--- config.mk ---
export PLATFORM = sky130hd
export DESIGN_NAME = srlatch_ctrl
export DESIGN_NICKNAME = d
export VERILOG_FILES = /design/src/rtl/srlatch_ctrl_pkg.sv /design/src/rtl/rr_arb2.sv /design/src/rtl/srlatch_ctrl.sv
export SDC_FILE = /design/constraint.sdc
export NUM_CORES = 1
export LEC_CHECK = 0
export ABC_AREA = 0
export CAP_MARGIN = 30
export CORE_AREA = 2 2 39 41
export DETAILED_ROUTE_END_ITERATION = 10
export DIE_AREA = 0 0 41 43
export PLACE_DENSITY = 0.78
export REMOVE_ABC_BUFFERS = 1
export SYNTH_ARGS = -nofsm -noshare
export SYNTH_HDL_FRONTEND = slang
export SYNTH_HIERARCHICAL = 1
export SYNTH_SLANG_ARGS = --single-unit
--- constraint.sdc ---
create_clock -name clk -period 3.2 [get_ports clk]
set_input_delay 0.32 -clock clk [delete_from_list [all_inputs] [get_ports clk]]
set_output_delay 0.32 -clock clk [all_outputs]
set_load 0.01 [all_outputs]
--- src/rtl/srlatch_ctrl_pkg.sv ---
// Shared types and helpers for the SR latch sequencer.
package srlatch_ctrl_pkg;

    typedef enum logic [1:0] {
        StInit  = 2'd0,
        StIdle  = 2'd1,
        StPulse = 2'd2,
        StGap   = 2'd3
    } state_e;

    localparam logic CMD_CLR = 1'b0;
    localparam logic CMD_SET = 1'b1;

    // Counters are loaded with (cycles - 1), so log2 of the longer phase is enough.
    function automatic int unsigned cnt_width(input int unsigned pulse_cyc,
                                              input int unsigned gap_cyc);
        int unsigned max_cyc;
        max_cyc = (pulse_cyc > gap_cyc) ? pulse_cyc : gap_cyc;
        return (max_cyc > 1) ? $clog2(max_cyc) : 1;
    endfunction

endpackage

--- src/rtl/rr_arb2.sv ---
// Two-requester round-robin arbiter; the pointer flips to the other side after each grant.
module rr_arb2 (
    input  logic       clk,
    input  logic       rst,
    input  logic       en_i,
    input  logic [1:0] req_i,
    output logic [1:0] gnt_o
);

    logic ptr_q, ptr_d;

    always_comb begin
        gnt_o[0] = en_i & req_i[0] & (~req_i[1] | ~ptr_q);
        gnt_o[1] = en_i & req_i[1] & (~req_i[0] | ptr_q);
        ptr_d    = ptr_q;
        if (gnt_o[0]) begin
            ptr_d = 1'b1;
        end else if (gnt_o[1]) begin
            ptr_d = 1'b0;
        end
    end

    always_ff @(posedge clk) begin
        if (rst) begin
            ptr_q <= 1'b0;
        end else begin
            ptr_q <= ptr_d;
        end
    end

endmodule

--- src/rtl/srlatch_ctrl.sv ---
// SR latch sequencer: arbitrates set/clear commands and drives guarded S/R pulses.
// Optional SRLATCH_CTRL_ELIDE_EN: commands matching the tracked state are acked without a pulse.
module srlatch_ctrl
    import srlatch_ctrl_pkg::*;
#(
    parameter int unsigned PULSE_CYC = 2,
    parameter int unsigned GAP_CYC   = 1
) (
    input  logic clk,
    input  logic rst,
    input  logic req0_valid,
    input  logic req0_cmd,
    output logic req0_ready,
    input  logic req1_valid,
    input  logic req1_cmd,
    output logic req1_ready,
    output logic s,
    output logic r,
    input  logic q_sense,
    output logic q_state,
    output logic busy,
    output logic err
);

    localparam int unsigned     CntW      = cnt_width(PULSE_CYC, GAP_CYC);
    localparam logic [CntW-1:0] PulseLoad = CntW'(PULSE_CYC - 1);
    localparam logic [CntW-1:0] GapLoad   = CntW'(GAP_CYC - 1);
    localparam logic [CntW-1:0] CntOne    = CntW'(1);

    state_e            state_q, state_d;
    logic [CntW-1:0]   cnt_q, cnt_d;
    logic              s_q, s_d, r_q, r_d;
    logic              cmd_q, cmd_d;
    logic              q_state_q, q_state_d;
    logic              err_q, err_d;
    logic [1:0]        gnt;
    logic              accept;
    logic              cmd_sel;
    logic              elide;

    rr_arb2 u_arb (
        .clk   (clk),
        .rst   (rst),
        .en_i  (state_q == StIdle),
        .req_i ({req1_valid, req0_valid}),
        .gnt_o (gnt)
    );

    assign accept  = |gnt;
    assign cmd_sel = gnt[1] ? req1_cmd : req0_cmd;

`ifdef SRLATCH_CTRL_ELIDE_EN
    assign elide = accept & (cmd_sel == q_state_q);
`else
    assign elide = 1'b0;
`endif

    always_comb begin
        state_d   = state_q;
        cnt_d     = cnt_q;
        s_d       = s_q;
        r_d       = r_q;
        cmd_d     = cmd_q;
        q_state_d = q_state_q;
        err_d     = err_q;
        unique case (state_q)
            StInit: begin
                // First INIT cycle out of reset has r low; raise it and start counting.
                if (!r_q) begin
                    r_d   = 1'b1;
                    cnt_d = PulseLoad;
                end else if (cnt_q == '0) begin
                    r_d       = 1'b0;
                    q_state_d = CMD_CLR;
                    cnt_d     = GapLoad;
                    state_d   = StGap;
                end else begin
                    cnt_d = cnt_q - CntOne;
                end
            end
            StIdle: begin
                if (accept && !elide) begin
                    cmd_d   = cmd_sel;
                    s_d     = (cmd_sel == CMD_SET);
                    r_d     = (cmd_sel == CMD_CLR);
                    cnt_d   = PulseLoad;
                    state_d = StPulse;
                end
            end
            StPulse: begin
                if (cnt_q == '0) begin
                    s_d       = 1'b0;
                    r_d       = 1'b0;
                    q_state_d = cmd_q;
                    cnt_d     = GapLoad;
                    state_d   = StGap;
                end else begin
                    cnt_d = cnt_q - CntOne;
                end
            end
            StGap: begin
                if (cnt_q == '0) begin
                    if (q_sense != q_state_q) begin
                        err_d = 1'b1;
                    end
                    state_d = StIdle;
                end else begin
                    cnt_d = cnt_q - CntOne;
                end
            end
            default: begin
                s_d     = 1'b0;
                r_d     = 1'b0;
                state_d = StInit;
            end
        endcase
    end

    always_ff @(posedge clk) begin
        if (rst) begin
            state_q   <= StInit;
            cnt_q     <= '0;
            s_q       <= 1'b0;
            r_q       <= 1'b0;
            cmd_q     <= CMD_CLR;
            q_state_q <= 1'b0;
            err_q     <= 1'b0;
        end else begin
            state_q   <= state_d;
            cnt_q     <= cnt_d;
            s_q       <= s_d;
            r_q       <= r_d;
            cmd_q     <= cmd_d;
            q_state_q <= q_state_d;
            err_q     <= err_d;
        end
    end

    assign s          = s_q;
    assign r          = r_q;
    assign q_state    = q_state_q;
    assign err        = err_q;
    assign busy       = (state_q != StIdle);
    assign req0_ready = gnt[0];
    assign req1_ready = gnt[1];

endmodule

* Yosys cells after proc, flatten, opt, wreduce, memory -nomap -nowiden *
Index checks and enable logic that the tools add are counted.

storage, ports and cells
  register bits after elaboration = 9
  input bits = 7
  output and inout port bits = 7
  word-level logic and storage cells = 65

operators by class
  equal/unequal tests = 10
  bitwise logic cells = 11
  multiplexer cells = 22
  reductions and logical operators = 13
  add/sub/neg operators = 1

operator list
  operator               count
  $mux W1                13
  $reduce_and A3 Y1      4
  $ne A2 B2 Y1 const B   5
  $mux W2                4
  $pmux W2 S4            1
  $pmux W1 S3            2
  $reduce_bool A2 Y1     3
  $not A1 Y1             5
  $and A1 B1 Y1          4
  $eq A2 B2 Y1 const B   2
  $pmux W1 S2            2
  $reduce_and A4 Y1      1
  $reduce_or A2 Y1       2
  $reduce_bool A3 Y1     1
  $eq A2 B1 Y1 const B   1
  $logic_not A2 Y1       1
  $ne A2 B1 Y1 const B   1
  $or A1 B1 Y1           2
  $reduce_and A2 Y1      1
  $ne A1 B1 Y1           1
  $sub A1 B1 Y1 const B  1

* Logic depth before layout (Yosys ltp) *
Gate-level depths: netlist of run 1.

  word-level depth = 7
  gate-level depth with buffers = 8
  gate-level depth less buffers = 7

* Hierarchy *
Netlist of run 1, hierarchy kept.

by module, submodules not included
  module        area an instance (µm²)  seq. area each (µm²)  cells an instance  instances
  srlatch_ctrl  563.0                   160.2                 65                 1
  rr_arb2       62.6                    20.0                  9                  1

* Worst setup path after synthesis of run 1 *
Ideal clock, no wire load.

  path type = reg-to-reg
  start point = reg state_q[1]
  end point = reg state_q[0]
  data arrival time = 2.076 ns
  buffers on the path = 0
  slack = 1.003 ns
  required time = 3.079 ns
  period minus slack after synthesis = 2.197 ns
  library setup time = 0.121 ns
  stages on the path, launching flop included = 8
  cell sequence = dfxtp_1 inv_1 ha_1 nand2_1 a21oi_1 nor3b_2 a211oi_1 mux2_2

between the ends
  longest elaborated chain between the ends = 6
  elaborated cells between the ends (all ways) = 14
  those cells by class = 6 x eq/ne; 1 x mux; 4 x bitwise; 3 x reduce/logical

ends and longest elaborated chain
  element                             RTL line             source
  start: declaration                  srlatch_ctrl.sv:30   state_e state_q, state_d;
  start signal: assignment            srlatch_ctrl.sv:121  state_q <= StInit;
  start signal: assignment            srlatch_ctrl.sv:129  state_q <= state_d;
  $eq A2 B1 Y1                        srlatch_ctrl.sv:44   .en_i (state_q == StIdle),
  $and A1 B1 Y1 (2 in a row)          rr_arb2.sv:14        gnt_o[1] = en_i & req_i[1] & (~req_i[0] | ptr_q);
  via req1_ready                      srlatch_ctrl.sv:16   output logic req1_ready,
  $reduce_or A2 Y1                    srlatch_ctrl.sv:49   assign accept = |gnt;
  $ne A2 B2 Y1 (no source line)       --
  $reduce_and A3 Y1 (no source line)  --

The timed path passes the listed nets, and every way through them passes these cells.
A chain may end at the register's enable or synchronous reset.

* Final worst setup path of run 1 *
  start point = reg state_q[1]
  end point = out req1_ready

between the ends
  longest elaborated chain between the ends = 3

ends and longest elaborated chain
  element                     RTL line
  $eq A2 B1 Y1                srlatch_ctrl.sv:44
  $and A1 B1 Y1 (2 in a row)  rr_arb2.sv:14
  end: declaration            srlatch_ctrl.sv:16

No other way between the ends.

==> results of run 1 <==
## routing by layer
layer / track usage / vias up
met5: 0 / -
met4: 0.0600 / 0
met2: 0.244 / 20
li1: - / 292
met3: 0.0471 / 2
met1: 0.223 / 254
## logic make-up (layout without fill, tap and decap cells)
logic type,count (synthesis),after routing
flops,9,9
fa+ha+maj,7,7
xor+xnor,1,1
compound gates,23,23
simple gates,22,22
buf+inv,10,25
mux,2,2
## layout make-up
class / instances / share of cell area
sequential: 9 / 0.228
tap: 16 / 0.0254
inverter: 8 / 0.0380
timing repair buffer: 13 / 0.165
multi-input combinational: 55 / 0.510
clock buffer: 4 / 0.0333
## metrics by stage
step / hold slack (ns) / setup WS (ns) / instance area, um^2
2_1_floorplan: 0.385 / 1.00 / 613
3_3_place_gp: 0.451 / 0.892 / 763
3_5_place_dp: 0.460 / 0.805 / 763
4_1_cts: 0.474 / 0.531 / 790
5_1_grt: 0.509 / 0.315 / 790
6_report: 0.472 / 0.527 / 790
## path summary, 6_finish.rpt
kind	startpoint	end	slack [ns]	depth (start not counted)
setup reg to reg	state_q[1]$_SDFFE_PP0P_	state_q[0]$_SDFFE_PP0P_	0.73	7
setup / recovery	state_q[1]$_SDFFE_PP0P_	req1_ready	0.53	5
hold reg to reg	err$_SDFFE_PP0P_	err$_SDFFE_PP0P_	0.47	2
hold / removal	err$_SDFFE_PP0P_	err$_SDFFE_PP0P_	0.47	2
## where the power goes
part | internal (W) | switching [W] | total (W)
combinational | 0.000153 | 0.000153 | 0.000306
sequential | 0.000145 | 0.0000380 | 0.000183
clock | 0.0000481 | 0.0000416 | 0.0000897
total | 0.000346 | 0.000232 | 0.000578
## registers in the layout, summed over array words and instances, names as in the netlist
| name | flops |
|---|---|
| state_q | 2 |
| cmd_q | 1 |
| cnt_q | 1 |
| err | 1 |
| q_state | 1 |
| r | 1 |
| s | 1 |
| u_arb/ptr_q | 1 |
## cell usage in the layout, fill, tap and decap left out, drive strengths merged
| master | netlist | routed |
|---|---|---|
| nor3b | 3 | 3 |
| or3 | 1 | 1 |
| a211oi | 2 | 2 |
| clkdlybuf4s50 | 0 | 13 |
| nor2b | 2 | 2 |
| dfxtp | 9 | 9 |
| o311ai | 1 | 1 |
| a221oi | 1 | 1 |
| a41o | 1 | 1 |
| a21oi | 8 | 8 |
| nor2 | 8 | 8 |
| ha | 7 | 7 |
| xor2 | 1 | 1 |
| nand2b | 3 | 3 |
| mux2 | 2 | 2 |
| o21ai | 4 | 4 |
| a21bo | 1 | 1 |
| inv | 8 | 8 |
| a311oi | 1 | 1 |
| clkbuf | 0 | 4 |
| nand2 | 3 | 3 |
| a22o | 1 | 1 |
| o31ai | 1 | 1 |
| and3b | 1 | 1 |
| o211a | 1 | 1 |
| or3b | 1 | 1 |
| a31oi | 1 | 1 |
## worst register-to-register path, cell delays in order (launching register included)
cell and delay [ns]:
dfxtp_1 0.35, inv_1 0.15, ha_1 0.39, nand2_1 0.09, a21oi_1 0.47, nor3b_2 0.15
a211oi_1 0.37, mux2_2 0.39
==> flow_summary.toml, run 1 <==
[synth]
synth_edf_count = 0
synth_adder_area_share = 0.140
yosys-top-cells-area = "dfxtp_1 (29%), ha_1 (14%), a21oi_1 (6.4%)"
synth_ff_type = "dfxtp_1"
synth_xor_area_frac = 0.0140
synthMuxAreaShare = 0.0360
synth_top_family_by_area = "compound AO/OA/AOI/OAI gates"
synth_compound_area_frac = 0.256
netlist_area_um2 = 626
synthSimpleGateAreaFrac = 0.198
yosys_warnings = 6
synth_area_leader_cell = "dfxtp_1"
yosys.cell_count.top_type = "dfxtp_1"
synth_cell_types = 29
synth_top_area_frac = 0.288
ys_seq_area_frac = 0.288
ys_ff_latch = 9
async_reset_ff_frac = 0
avgSynthCellArea_um2 = 8.45
synth_cells = 74
synth_common_cells = "dfxtp_1 (9), a21oi_1 (8), inv_1 (8), nor2_1 (8), ha_1 (7)"

[cts]
post_cts_buffers = 0
cts.sinks = 9
htreeDepth = 1
postCtsHoldBufs = 0
cts_resized = 0
ctsLongestPathBuffers = 2
path_clk_slew_ns = 0.06
insertion_delay_ns = 0.27
cts_root_buf = "clkbuf_4"
cts_buffers = 3
cts_tree = "done"

[power]
power_density_mw_per_mm2 = 733
vdd_drop_max_mv = 0.336
power_w = 0.000578
leakage_nw = 0.320

[final_layout]
antenna_cells = 0
fillerInstances = 123
final_nets = 104
drive_above_1_share = 0.101
multi_input_area_um2 = 403
area_growth_pct = 26.2
post-route-util = 0.571
stdcell_count = 105
register_area_um2 = 180

[floorplan]
ios = 14
start_util = 0.452
fp.dieW_um = 41
core-area_mm2 = 0.00138
die_height_um = 43
die-area_mm2 = 0.00176
placementRows = 14

[sta]
min_period_over_period = 0.835
maxSlewHeadroom = 0.614
setup_tns_ns = 0
final_hold_viol_count = 0
period_minus_slack_ns = 2.67
drv_slew = 0
clock_skew_ns = 0.00908
worst_pin_slew_ns = 0.579
setup_viol = 0
rsz0062_at_grt = "no"
timing.fmax_mhz = 374

[global_route]
overflow = 0
grtUsageTotal = 0.166
antenna_found_initial = 0
grt_max_degree = 15
grt_pass1_wl_um = 2000
grt_pass1_vias = 466

[drt]
postRouteAntennaNets = 0
drc = 0
wl_per_cell_um = 12.1
wl_met2_um = 584
first_pass_iters = 4
viasPerCell = 5.41
drt_wl_total_um = 1270
drt_iter0_drc = 16
vias = 568
top_layer = "met4"
drt-met1-wl_um = 609
route.met3.wl_um = 69

[critical_path]
crit_type = "reg2out"
cp_cell_sequence = "inv_1 > ha_1 > nand2_1 > a21oi_1 > clkdlybuf4s50_1"
arrival_ns = 2.35
crit_slowest_cell = "clkdlybuf4s50_1"
start_kind = "flop"
crit_family = "buffers and inverters"
cp-end-kind = "primary output"
crit_path_max_fanout = 12
worstPathRequired_ns = 2.88
max_stage_delay_ns = 0.65
crit_buf_inv = 2

[placed_design]
place.gp.congestion = 0.804
dp.final_hpwl_um = 958
port_buffers = 13
dpl.cell_count = 101

[status]
outcome = "complete, no violations"

[min_path]
hp-class = "reg2reg"

[flow_run]
drv_cap = 0
Note: power is estimated with default switching activity, not from simulation.
==> run 2, diff against run 1 <==
Settings changed: CORE_AREA 2 2 39 41 to unset, CORE_MARGIN set to 2, CORE_UTILIZATION set to 43, DIE_AREA 0 0 41 43 to unset, PLACE_DENSITY 0.78 to 0.76.
Clock period 3.2 ns to 2.36 ns, I/O delays scaled along.
==> run 2 against run 1 <==
Effect of this change: global-route usage shrank 0.80 points; largest cell class unchanged; die area grew 0.72%; clock skew shrank 0.0067 ns; clock power grew 33%; clock-buffer cell count stayed put; critical path type unchanged; setup slack worse by 0.32 ns; worst hold slack better by 0.0031 ns; non-clock buffer count up 2; utilization up 3.9 points.
==> flow_summary.toml, run 2 (synthesized netlist as in run 1, its figures left out) <==
[sta]
min_period_over_period = 0.911
maxSlewHeadroom = 0.663
setup_ws_ns = 0.211
setup_tns_ns = 0
clock_skew_ns = 0.00240
period_minus_slack_ns = 2.15
worst_pin_slew_ns = 0.503
timing.fmax_mhz = 465
setup_viol = 0
drv_slew = 0
final_hold_viol_count = 0
rsz0062_at_grt = "no"

[final_layout]
top_register = "state_q"
area_growth_pct = 30.0
stdcell_count = 106
final_cell_mix = "clkdlybuf4s50_1 (13), dfxtp_1 (9), inv_1 (8), nor2_1 (8)"
antenna_cells = 0
postLayoutCellArea_um2 = 813
mostFrequentLayoutCell = "clkdlybuf4s50_1"
final_nets = 106
largest_reg_flops = 2
drive_above_1_share = 0.154

[cts]
insertion_delay_ns = 0.26
cts_buffers = 3
cts.sinks = 9
postCtsHoldBufs = 0
cts_tree = "done"
path_clk_slew_ns = 0.06
cts_root_buf = "clkbuf_4"
post_cts_buffers = 0
htreeDepth = 1
ctsLongestPathBuffers = 2

[global_route]
antenna_found_initial = 0
grt_pass1_vias = 492
grt_max_degree = 15
grt_pass1_wl_um = 2060
grtUsageTotal = 0.158
overflow = 0

[power]
p_sw_frac = 0.399
p_comb_frac = 0.542
p_sw_w = 0.000317
p_int_w = 0.000478
seqPwrFrac = 0.309
leakage_nw = 0.328
clkPwrFrac = 0.150
power_density_mw_per_mm2 = 978
vdd_drop_max_mv = 0.595

[drt]
first_pass_iters = 4
drc = 0
wl_per_cell_um = 12.4
drt_iter0_drc = 5
viasPerCell = 5.37
postRouteAntennaNets = 0
vias = 569
drt_wl_total_um = 1310

[critical_path]
start_kind = "flop"
crit_type = "reg2out"
critPathCapture = "req0_ready"
arrival_ns = 1.91
timing.rr.start = "state_q[1]$_SDFFE_PP0P_"
worstPathRequired_ns = 2.12
r2r_slack_ns = 0.36
cp-end-kind = "primary output"
rr_endpoint = "state_q[0]$_SDFFE_PP0P_"
critPathLaunch = "state_q[1]$_SDFFE_PP0P_"
crit_path_max_fanout = 12
reg2reg_depth = 7

[min_path]
hp-class = "reg2reg"

[floorplan]
ios = 14
core-area_mm2 = 0.00133
fp.dieW_um = 42.1
placementRows = 13
start_util = 0.469
die_height_um = 42.1
die-area_mm2 = 0.00178

[flow_run]
drv_cap = 0

[placed_design]
port_buffers = 13
dp_slack_ns = 0.211
dpl.cell_count = 102
post_dp_cell_area_um2 = 777
place.gp.congestion = 0.873
dp.final_hpwl_um = 965

[status]
outcome = "complete, no violations"
-- run 2: worst max-delay path: stages (launching register included) --
cell	delay, ns
dfxtp_1	0.34
inv_1	0.15
ha_2	0.32
nand2_1	0.11
a21oi_2	0.18
clkdlybuf4s50_1	0.57
-- run 2: worst min path at each step --
stage,cells after the start,end,startpoint,slack [ns]
detailed placement,2,err$_SDFFE_PP0P_,err$_SDFFE_PP0P_,0.47
global route,2,cmd_q$_SDFFE_PP0P_,cmd_q$_SDFFE_PP0P_,0.52
finish,2,err$_SDFFE_PP0P_,err$_SDFFE_PP0P_,0.48
floorplan,1,cnt_q$_SDFFE_PP0P_,rst,0.30
global placement,2,err$_SDFFE_PP0P_,err$_SDFFE_PP0P_,0.46
CTS,2,err$_SDFFE_PP0P_,err$_SDFFE_PP0P_,0.48
-- run 2: cell type report --
cell class              count  area, um^2
multi-input cells          55         413
flip-flops and latches      9         180
inverters                   8        30.0
well taps                  15        18.8
fillers                   122         520
repair buffers             15         145
clock buffers               4        26.3
-- run 2: metrics by stage --
stage / power [W] / utilization / hold slack [ns]
6_report: 0.000795 / 0.610 / 0.475
5_1_grt: 0.000859 / 0.610 / 0.523
4_1_cts: 0.000790 / 0.602 / 0.482
3_5_place_dp: 0.000665 / 0.583 / 0.468
3_3_place_gp: 0.000668 / 0.583 / 0.458
2_1_floorplan: 0.000527 / - / 0.301
-- run 2: per-layer routing --
| metal | global-route usage | up-vias | share of wire |
|---|---|---|---|
| met5 | 0 | - | 0 |
| met4 | 0.113 | 0 | 0.027 |
| met3 | 0.0517 | 6 | 0.044 |
| met2 | 0.222 | 17 | 0.43 |
| met1 | 0.199 | 253 | 0.50 |
| li1 | - | 293 | - |
-- run 2: power groups by stage --
stage          Sequential, W  Combinational [W]  Clock [W]
2_1_floorplan       0.000245           0.000282          0
3_3_place_gp        0.000247           0.000422          0
3_5_place_dp        0.000247           0.000418          0
4_1_cts             0.000244           0.000424   0.000123
5_1_grt             0.000254           0.000477   0.000128
6_report            0.000246           0.000431   0.000119
-- run 2: repair_timing --
item                                   4_1_cts  5_1_grt
endpoints found under the hold margin        0        0
setup endpoints to repair                    0        2
resized for setup                            0        3
